File: src/rtl/blake_pkg.sv
// Shared constants, state encoding and helpers for the BLAKE-512 round controller.
package blake_pkg;

    localparam int unsigned ROUNDS   = 16;
    localparam int unsigned STEPS    = 4;
    localparam int unsigned T_W      = 128;
    localparam int unsigned BLK_BITS = 1024;
    localparam int unsigned BITS_W   = 11;

    localparam int unsigned ROUND_W  = $clog2(ROUNDS);
    localparam int unsigned STEP_W   = $clog2(STEPS);

    // BLAKE-512 cycles through 10 sigma permutations (round mod 10).
    localparam int unsigned SIGMA_N     = 10;
    localparam int unsigned SIGMA_SEL_W = $clog2(SIGMA_N);

    typedef enum logic [1:0] {
        ST_IDLE = 2'd0,
        ST_LOAD = 2'd1,
        ST_RUN  = 2'd2,
        ST_OUT  = 2'd3
    } state_e;

    // A block never carries more than BLK_BITS message bits.
    function automatic logic [BITS_W-1:0] sat_bits(input logic [BITS_W-1:0] bits);
        return (bits > BITS_W'(BLK_BITS)) ? BITS_W'(BLK_BITS) : bits;
    endfunction

endpackage

File: src/rtl/blake_round_cnt.sv
// Step/round counter for one compression: steps wrap into rounds, tc marks the final step.
module blake_round_cnt
    import blake_pkg::*;
(
    input  logic               clk,
    input  logic               rst,
    input  logic               clr_i,
    input  logic               en_i,
    output logic [ROUND_W-1:0] round_o,
    output logic [STEP_W-1:0]  step_o,
    output logic               tc_o
);

    logic [ROUND_W-1:0] round_q, round_d;
    logic [STEP_W-1:0]  step_q,  step_d;
    logic               step_wrap;

    always_comb begin
        step_wrap = (step_q == STEP_W'(STEPS - 1));
        tc_o      = step_wrap && (round_q == ROUND_W'(ROUNDS - 1));
        round_d   = round_q;
        step_d    = step_q;
        if (clr_i) begin
            round_d = '0;
            step_d  = '0;
        end else if (en_i) begin
            step_d = step_wrap ? '0 : step_q + STEP_W'(1);
            if (step_wrap) begin
                round_d = tc_o ? '0 : round_q + ROUND_W'(1);
            end
        end
    end

    always_ff @(posedge clk) begin
        if (rst) begin
            round_q <= '0;
            step_q  <= '0;
        end else begin
            round_q <= round_d;
            step_q  <= step_d;
        end
    end

    assign round_o = round_q;
    assign step_o  = step_q;

endmodule

File: src/rtl/blake_round_ctrl.sv
// BLAKE-512 compression sequencer: block intake, bit counter t, v-load, 64 round steps, digest handshake.
module blake_round_ctrl
    import blake_pkg::*;
(
    input  logic               clk,
    input  logic               rst,
    input  logic               blk_valid,
    output logic               blk_ready,
    input  logic               blk_last,
    input  logic [BITS_W-1:0]  blk_bits,
    output logic               init_round,
    output logic               load_v,
    output logic               round_en,
    output logic [ROUND_W-1:0] round_idx,
    output logic [STEP_W-1:0]  step_idx,
    output logic               count_done,
    output logic [T_W-1:0]     t_out,
    output logic               hash_valid,
    input  logic               hash_ready,
    output logic               busy
);

    state_e             state_q, state_d;
    logic               first_q, first_d;
    logic               last_q,  last_d;
    logic [T_W-1:0]     t_q,     t_d;
    logic [T_W-1:0]     t_out_q, t_out_d;

    logic [BITS_W-1:0]  bits_sat;
    logic [T_W-1:0]     t_new;
    logic               cnt_clr;
    logic               cnt_en;
    logic               cnt_tc;

    // Counter restarts with every message; otherwise accumulate modulo 2^T_W.
    assign bits_sat = sat_bits(blk_bits);
    assign t_new    = first_q ? T_W'(bits_sat) : t_q + T_W'(bits_sat);

    blake_round_cnt u_cnt (
        .clk     (clk),
        .rst     (rst),
        .clr_i   (cnt_clr),
        .en_i    (cnt_en),
        .round_o (round_idx),
        .step_o  (step_idx),
        .tc_o    (cnt_tc)
    );

    always_ff @(posedge clk) begin
        if (rst) begin
            state_q <= ST_IDLE;
            first_q <= 1'b1;
            last_q  <= 1'b0;
            t_q     <= '0;
            t_out_q <= '0;
        end else begin
            state_q <= state_d;
            first_q <= first_d;
            last_q  <= last_d;
            t_q     <= t_d;
            t_out_q <= t_out_d;
        end
    end

    always_comb begin
        state_d    = state_q;
        first_d    = first_q;
        last_d     = last_q;
        t_d        = t_q;
        t_out_d    = t_out_q;
        blk_ready  = 1'b0;
        init_round = 1'b0;
        load_v     = 1'b0;
        round_en   = 1'b0;
        count_done = 1'b0;
        hash_valid = 1'b0;
        cnt_clr    = 1'b1;
        cnt_en     = 1'b0;

        case (state_q)
            ST_IDLE: begin
                blk_ready = 1'b1;
                if (blk_valid) begin
                    last_d     = blk_last;
                    t_d        = t_new;
                    // A padding-only block hashes with t=0 but leaves the running count intact.
                    t_out_d    = (bits_sat == '0) ? '0 : t_new;
                    init_round = first_q;
                    first_d    = 1'b0;
                    state_d    = ST_LOAD;
                end
            end
            ST_LOAD: begin
                load_v  = 1'b1;
                state_d = ST_RUN;
            end
            ST_RUN: begin
                round_en = 1'b1;
                cnt_clr  = 1'b0;
                cnt_en   = 1'b1;
                if (cnt_tc) begin
                    count_done = 1'b1;
                    state_d    = last_q ? ST_OUT : ST_IDLE;
                end
            end
            ST_OUT: begin
                hash_valid = 1'b1;
                if (hash_ready) begin
                    first_d = 1'b1;
                    state_d = ST_IDLE;
                end
            end
            default: begin
                state_d = ST_IDLE;
            end
        endcase
    end

    assign t_out = t_out_q;
    assign busy  = (state_q != ST_IDLE);

endmodule

File: config.mk
export PLATFORM = sky130hd
export DESIGN_NAME = blake_round_ctrl
export DESIGN_NICKNAME = d
export VERILOG_FILES = /design/src/rtl/blake_pkg.sv /design/src/rtl/blake_round_cnt.sv /design/src/rtl/blake_round_ctrl.sv
export SDC_FILE = /design/constraint.sdc
export NUM_CORES = 1
export LEC_CHECK = 0
export BUFFER_PORTS_ARGS = -buffer_cell sky130_fd_sc_hd__buf_2
export CAP_MARGIN = 20
export CORE_MARGIN = 3
export CORE_UTILIZATION = 50
export DETAILED_ROUTE_END_ITERATION = 7
export PLACE_DENSITY = 0.7
export SETUP_SLACK_MARGIN = 0.3
export SLEW_MARGIN = 15
export SYNTH_ARGS = -nofsm -noshare
export SYNTH_HDL_FRONTEND = slang
export SYNTH_SLANG_ARGS = --single-unit
File: constraint.sdc
create_clock -name clk -period 3.61 [get_ports clk]
set_input_delay 0.1805 -clock clk [delete_from_list [all_inputs] [get_ports clk]]
set_output_delay 0.1805 -clock clk [all_outputs]
set_load 0.1 [all_outputs]
# Word-level counts from Yosys, hierarchy flattened
# Cells that the tools add are included.
op_classes:
  n_reduce_logical: 10
  n_eq_ne: 8
  n_addsub: 3
  bitwise: 1
  mux: 21
  order_cmp: 1
ops:
  columns: ["operator", "count"]
  rows:
  - ["two-way mux 128 bit", 2]
  - ["adder 128 x 11 -> 128 bit", 1]
  - ["greater-than comparator 11 bit, second input constant", 1]
  - ["logical NOT 11 bit", 1]
  - ["two-way mux 11 bit", 1]
  - ["two-way mux 1 bit", 10]
  - ["two-way mux 2 bit", 5]
  - ["one-hot mux 2 bit (4 select lines)", 1]
  - ["equality test 2 bit, second input constant", 3]
  - ["inequality test 2 bit, second input constant", 3]
  - ["AND reduction 3 bit", 2]
  - ["adder 4 x 1 -> 4 bit, second input constant", 1]
  - ["equality test 4 bit, second input constant", 1]
  - ["two-way mux 4 bit", 1]
  - ["AND reduction 2 bit", 2]
  - ["nonzero test 2 bit", 2]
  - ["adder 2 x 1 -> 2 bit, second input constant", 1]
  - ["equality test 2 x 1 -> 1 bit, second input constant", 1]
  - ["logical NOT 2 bit", 1]
  - ["one-hot mux 1 bit (2 select lines)", 1]
  - ["OR reduction 2 bit", 1]
  - ["logical AND 1 bit", 1]
  - ["inverter 1 bit", 1]
totals:
  word_cells: 51
  register_bits: 266

# Logic depth before layout (Yosys ltp)
# Gate-level depths: netlist (run 1).
logic_depth:
  word_depth: 5
  mapped_depth: 12
  ltp_nobuf: 10

# Modules after synthesis
# Synthesis (run 1) repeated with hierarchy kept, for this count alone.
hier_totals:
  hier_cells: 1843
  hier_area_um2: 14412.6
modules_own_cells:
  columns: ["module", "area_each_um2", "cells_per_inst", "instances"]
  rows:
  - ["blake_round_ctrl", 14132.3, 1811, 1]
  - ["blake_round_cnt", 280.3, 32, 1]

# Least setup slack after synthesis (run 1)
# Ideal clock, no wire load.
synth_path:
  kind: "register to register"
  from: "register state_q[1]"
  to: "register t_out_q[8], in the netlist t_out[8]"
  setup_ns: 0.087
  stages_incl_launch_ff: 7
  synth_period_minus_slack_ns: 3.681
  required_time_ns: 3.523
  arrival_ns: 3.594
  path_slack_ns: -0.071
  cell_sequence: "dfxtp_1 -> clkbuf_1 -> nor2_1 -> and3_1 -> a21boi_1 -> a22oi_1 -> o31ai_1"
synth_via:
  elab_chain_cells: 2
synth_rtl:
  columns: ["item", "line", "text"]
  rows:
  - ["start: declaration", "blake_round_ctrl.sv:23", "state_e state_q, state_d;"]
  - ["start signal: assignment", "blake_round_ctrl.sv:57", "state_q <= state_d;"]
  - ["logical NOT 2 bit", "blake_round_ctrl.sv:80", "case (state_q)"]
  - ["AND reduction 2 bit (no source line)", null, null]
  - ["end signal: assignment", "blake_round_ctrl.sv:61", "t_out_q <= t_out_d;"]
  - ["end: declaration", "blake_round_ctrl.sv:27", "logic [T_W-1:0] t_out_q, t_out_d;"]
# Every way passes these cells.
# A chain may end at the register's enable or synchronous reset.

# Worst setup path in the final report (run 1)
layout_path:
  from: "input port blk_bits[6]"
  to: "register t_q[114]"
layout_via:
  elab_chain_cells: 4
layout_rtl:
  columns: ["item", "line", "text"]
  rows:
  - ["start: declaration", "blake_round_ctrl.sv:10", "input logic [BITS_W-1:0] blk_bits,"]
  - ["greater-than comparator 11 bit", "blake_pkg.sv:26", "return (bits > BITS_W'(BLK_BITS)) ? BITS_W'(BLK_BITS) : bits;"]
  - ["two-way mux 11 bit (*)", "blake_pkg.sv:26", null]
  - ["adder 128 x 11 -> 128 bit (*)", "blake_round_ctrl.sv:37", "assign t_new = first_q ? T_W'(bits_sat) : t_q + T_W'(bits_sat);"]
  - ["two-way mux 128 bit (*)", "blake_round_ctrl.sv:37", null]
  - ["end signal: assignment", "blake_round_ctrl.sv:60", "t_q <= t_d;"]
  - ["end: declaration", "blake_round_ctrl.sv:26", "logic [T_W-1:0] t_q, t_d;"]
# Mark *: on every way between the ends. The rest lies on a longest branch, timed or not.

==> impl_metrics.ini, run 1 <==
[clock_tree]
cts_tree = built
clock_path_buffers = 3
path_clk_slew_ns = 0.06
post_cts.repair.setup_buffers = 0
clkLatencyLatePin_ns = 0.56
htree_levels = 1
clock-root-buffer = clkbuf_16
clock_sinks = 266
numCtsBuffers = 30

[setup_path]
worst_setup_path_end_kind = flop
crit_chain = dlygate4sd3_1 > buf_2 > nor2b_1 > ha_1 > nand4_1 > a21oi_1 > o21bai_2 > a2111o_1 > or4_4 > o21ba_1 > a31oi_1
cp.arrival_ns = 3.62
max_stage_delay_ns = 0.56
cp_slowest_cell = a2111o_1
required_ns = 4.09
cp-start-kind = input pin
critPathMaxFanout = 10
crit_type = input pin to flop
rrSetupSlack_ns = 0.50
crit_start = blk_bits[6]
cp-endpoint = t_q[114]
reg2reg_to = t_q[114]
r2r_start = t_q[1]
rr_worst_depth = 9

[power_and_ir_drop]
ir_drop_mv = 0.3391
p_per_area_nw_per_um2 = 411.6
static-leakage-power_nw = 5.925
power.total_mw = 6.626

[synth]
yosysSeqAreaShare_pct = 38.29
synth_edf_count = 0
postSynth.asyncResetShare_pct = 0
syn-mean-instance-area_um2 = 7.956
synth_seq_cells = 266
ys_warn_count = 0
syn-num-nets = 1777
syn_area_um2 = 13910
synth.distinct_cells = 78
synthCells = 1748
ys.flop_type = dfxtp_1

[flow_run]
maxCapViolations = 0

[sta]
fin_tns_setup_ns = 0
setup_ws_ns = 0.4727
hold_viol = 0
fin_skew_ns = 0.01322
fmax_ghz = 0.3187
slew_violations = 0
post-route-period-util_pct = 86.91
max-slew-margin-rel_pct = 43.02
min_period_ns = 3.137
tightest_slew_ns = 0.8331
setup_viol = 0
rsz0062_at_grt = no

[route]
first_pass_iters = 8
routed-wl-met2_um = 17740
drt-met1-wl_um = 18460
drcViolationCount = 1
wl_met3_um = 3357
vias = 13365
drt_iter0_markers = 1312
highest_layer = met4
viasPerCell = 5.922
finalWirelength_um = 40650
post_drt_wl_per_cell_um = 18.01
antenna_left = 0

[status]
violations = DRC
status = finished with violations

[hold_path]
whs_path_depth = 4
hold_path_class = input pin to flop

[layout]
fill_cells = 2578
finalInstanceArea_um2 = 16100
multi_input_area_um2 = 7991
fin_cells = 2257
final_layout_size_suffix_gt1_share_pct = 15.38
num_antenna_cells = 0
regArea_um2 = 5325
nets = 1890
area.growth.synth_to_final_pct = 15.75

[placed_design]
post-place-ws_ns = 0.3121
routabilityCongestion = 0.8966
dp_hpwl_um = 28010
port_buffers = 156
detailed_place.area_um2 = 15050
placed_cells = 2198

[die]
start_util_pct = 51.17
rows = 60
coreArea_um2 = 27180
die_area_um2 = 29850
die_y_um = 172.8
die_x_um = 172.8
io_pins = 157

[global_routing]
grt_first_pass_wirelength_um = 65520
grt_util_all_layers_pct = 26.03
grt_start_max_net_pins = 98
first_global_vias = 12485
overflow = 0
antenna_found_initial = 0
-- how the worst min path moves through the flow --
stage | from | endpoint | slack, ns
floorplan | blk_last | last_q | 0.32
global placement | blk_last | last_q | 0.42
detailed placement | blk_last | last_q | 0.43
CTS | blk_bits[8] | t_q[8] | 0.004
global route | blk_bits[8] | t_q[8] | 0.03
finish | blk_bits[4] | t_q[4] | 0.02
-- placed cells by master (no fill, tap or decap), drive strengths merged, types with 44 or more instances in the layout --
cell type	count
nand4	48
xor2	47
xnor2	75
nand2	235
buf	197
dfxtp	266
nor2	91
o21ai	199
nand3	73
inv	44
a21oi	98
a31oi	47
-- where the power goes --
group          leakage, nW  internal, mW  switching, mW
clock network        0.490          1.82           1.26
logic                 3.29         0.141          0.427
registers             2.14          2.96         0.0191
total                 5.93          4.92           1.71
-- cell usage after synthesis, types with 13 or more instances --
master / count / area share [%]
inv_1: 42 / 1.1
and3_1: 35 / 1.6
nand3_1: 72 / 2.6
o2111ai_1: 18 / 1.1
and2_1: 21 / 0.94
nor2_1: 91 / 2.5
mux2i_1: 21 / 1.5
a21o_1: 14 / 0.76
ha_1: 13 / 1.2
buf_2: 18 / 0.65
o21ai_0: 187 / 6.7
or3_1: 35 / 1.6
nor3_1: 37 / 1.3
a31oi_1: 46 / 2.1
dfxtp_1: 266 / 38
o31ai_1: 19 / 1.0
nor2b_1: 15 / 0.67
nor4_1: 16 / 0.72
xor2_1: 47 / 3.0
nand2_1: 235 / 6.3
clkbuf_1: 92 / 2.5
nand4_1: 46 / 2.1
a21oi_1: 98 / 3.5
and4_1: 17 / 1.1
xnor2_1: 75 / 4.7
-- metal layers --
metal	global-route usage (%)	vias up
li1	-	6512
met1	36.88	6255
met2	40.72	511
met3	4.743	87
met4	7.568	0
met5	0	-
-- sequential cells by signal (all words and copies together), names as in the netlist --
signal,cells
u_cnt.step_o,2
t_q,128
last_q,1
u_cnt.round_o,4
t_out,128
state_q,2
first_q,1
-- cell type report --
cell class                      instances  area share (%)
Timing Repair Buffer                  200           7.182
Tap cell                              372           2.891
Multi-Input combinational cell       1320           49.64
Sequential cell                       266           33.08
Clock inverter                         14          0.8161
Clock buffer                           42           5.386
Inverter                               43           1.003
-- cell families after synthesis --
logic type,count (synthesis),synth area share [%]
xor gates and xnor gates,122,7.683
DFF,266,38.29
muxes,23,1.673
adders and majority gates,13,1.170
buffers and inverters,162,4.624
AOI/OAI and AO/OA,479,21.19
and+or+nand+nor,683,25.37
-- repair_timing --
item	4_1_cts	5_1_grt
endpoints found under the setup margin	0	5
hold buffers	3	0
resized for setup	0	3
hold endpoints to repair	4	0
-- worst max-delay path: cells and delay by family --
family,cells,cell delay (ns)
buffers and inverters,2,0.67
and+or+nand+nor,3,0.81
adders and majority gates,1,0.38
AOI/OAI and AO/OA,5,1.58
-- through the flow --
stage / hold WS, ns / utilization [%]
final: 0.01874 / 59.24
after global routing: 0.03058 / 59.24
after CTS: 0.004009 / 59.16
after detailed placement: 0.4290 / 55.38
after global placement: 0.4236 / 55.38
after floorplan: 0.3165 / -
Note: power is estimated with default switching activity, not from simulation.
==> run 2: changes to the inputs <==
- CORE_ASPECT_RATIO: not set -> 0.5
- CTS_CLUSTER_SIZE: not set -> 40
==> impl_metrics.ini, run 2 (same netlist as run 1, synthesis figures left out) <==
[status]
status = completed

[die]
io_pins = 157
die_area_um2 = 29970
die_x_um = 241.9
rows = 42
start_util_pct = 51.69
coreArea_um2 = 26910
die_y_um = 123.9

[setup_path]
crit_start = t_q[14]
worst_setup_path_end_kind = flop
critPathMaxFanout = 9
crit_chain = nand4_1 > nor2_1 > nand3_1 > a2111o_1 > or4_4 > o21ba_1 > a31oi_1
required_ns = 4.08
r2r_start = t_q[14]
cp-start-kind = flop
cp.arrival_ns = 3.57
cp_slowest_cell = nor2_1
crit_type = flop to flop
max_stage_delay_ns = 0.56

[sta]
fmax_ghz = 0.3228
min_period_ns = 3.098
hold_viol = 0
slew_violations = 0
setup_ws_ns = 0.5120
rsz0062_at_grt = no
tightest_slew_ns = 0.9908
max-slew-margin-rel_pct = 33.70
fin_tns_setup_ns = 0
fin_skew_ns = 0.01272
post-route-period-util_pct = 85.82
setup_viol = 0
fin_hold_ws_ns = 0.02722

[global_routing]
grt_start_max_net_pins = 107
grt_util_all_layers_pct = 26.58
overflow = 0
antenna_found_initial = 0
grt_first_pass_wirelength_um = 64840
first_global_vias = 11937

[layout]
area.growth.synth_to_final_pct = 14.48
final_common_cell = dfxtp_1
fin_cells = 2248
layout_common_cells = dfxtp_1 (266), nand2_1 (233), o21ai_0 (186)
finalInstanceArea_um2 = 15920
final_layout_size_suffix_gt1_share_pct = 14.94
nets = 1888
num_antenna_cells = 0

[placed_design]
detailed_place.area_um2 = 15090
post-place-ws_ns = 0.3650
routabilityCongestion = 0.9731
placed_cells = 2203
port_buffers = 156
dp_hpwl_um = 28840

[power_and_ir_drop]
clockPowerShare_pct = 42.8
comb_power_share_pct = 9.2
p_switching_mw = 1.638
p_per_area_nw_per_um2 = 390.1
static-leakage-power_nw = 5.846
p_sw_share_pct = 26.37
ir_drop_mv = 0.3006
seqPwrFrac_pct = 48.0
internal_power_mw = 4.574

[hold_path]
min_from = blk_bits[8]
hold_path_class = input pin to flop

[route]
viasPerCell = 5.981
finalWirelength_um = 41090
first_pass_iters = 7
drcViolationCount = 0
post_drt_wl_per_cell_um = 18.28
vias = 13446
drt_iter0_markers = 1260
antenna_left = 0

[clock_tree]
numCtsBuffers = 25
clock_sinks = 266
clock_path_buffers = 3
post_cts.repair.setup_buffers = 0
cts_tree = built
path_clk_slew_ns = 0.07
clkLatencyLatePin_ns = 0.55
clock-root-buffer = clkbuf_16
htree_levels = 1

[flow_run]
maxCapViolations = 0
run 2: cell count changes in the layout (fill, tap and decap cells not counted), sizes merged:
cell | before | now
clkbuf | 42 | 32
buf | 197 | 200
clkinv | 8 | 4
run 2: worst max-delay path: cells and delay by family (launching register included):
kind | cells | cell delay, ns
simple gates | 4 | 1.69
flops | 1 | 0.49
compound gates | 3 | 0.84
run 2: power groups by stage:
stage / registers [mW] / clock network [mW] / logic [mW]
final: 2.98 / 2.66 / 0.571
after detailed placement: 3.05 / 0 / 0.559
after floorplan: 3.11 / 0 / 0.350
after global routing: 2.98 / 2.81 / 0.616
after CTS: 2.98 / 2.70 / 0.563
after global placement: 3.05 / 0 / 0.554
run 2: repair_timing:
item,CTS,global route
gates resized for setup,0,2
hold buffers,3,0
endpoints found under the setup margin,0,7
endpoints found under the hold margin,4,0
run 2: area by class of cell:
cell class	instances	area, µm²
fill	2536	10980
multi-input combinational	1320	7983
sequential	266	5325
timing repair buffer	203	1191
clock buffer	32	681.9
tap	374	467.9
inverter	43	161.4
clock inverter	10	111.4
run 2: path summary, 6_finish.rpt:
| kind | to | slack, ns | cells after the start |
|---|---|---|---|
| worst max-delay path | t_q[114] | 0.51 | 7 |
| worst min-delay path | t_q[8] | 0.03 | 3 |
| worst min register to register | t_out[107] | 0.45 | 2 |
| worst max register to register | t_q[114] | 0.51 | 7 |
run 2: routing by layer:
layer | wire length (µm) | vias to the layer above | global-route usage, %
li1 | - | 6516 | -
met1 | 19240 | 6319 | 38.31
met2 | 16650 | 546 | 38.91
met3 | 4366 | 65 | 8.453
met4 | 824 | 0 | 5.360
met5 | 0 | - | 0
run 2: per-stage QoR:
stage                     total power, mW  utilization, %
final                               6.212           59.18
after global routing                6.405           59.18
after floorplan                     3.455               -
after CTS                           6.240           59.15
after global placement              3.601           56.09
after detailed placement            3.604           56.09
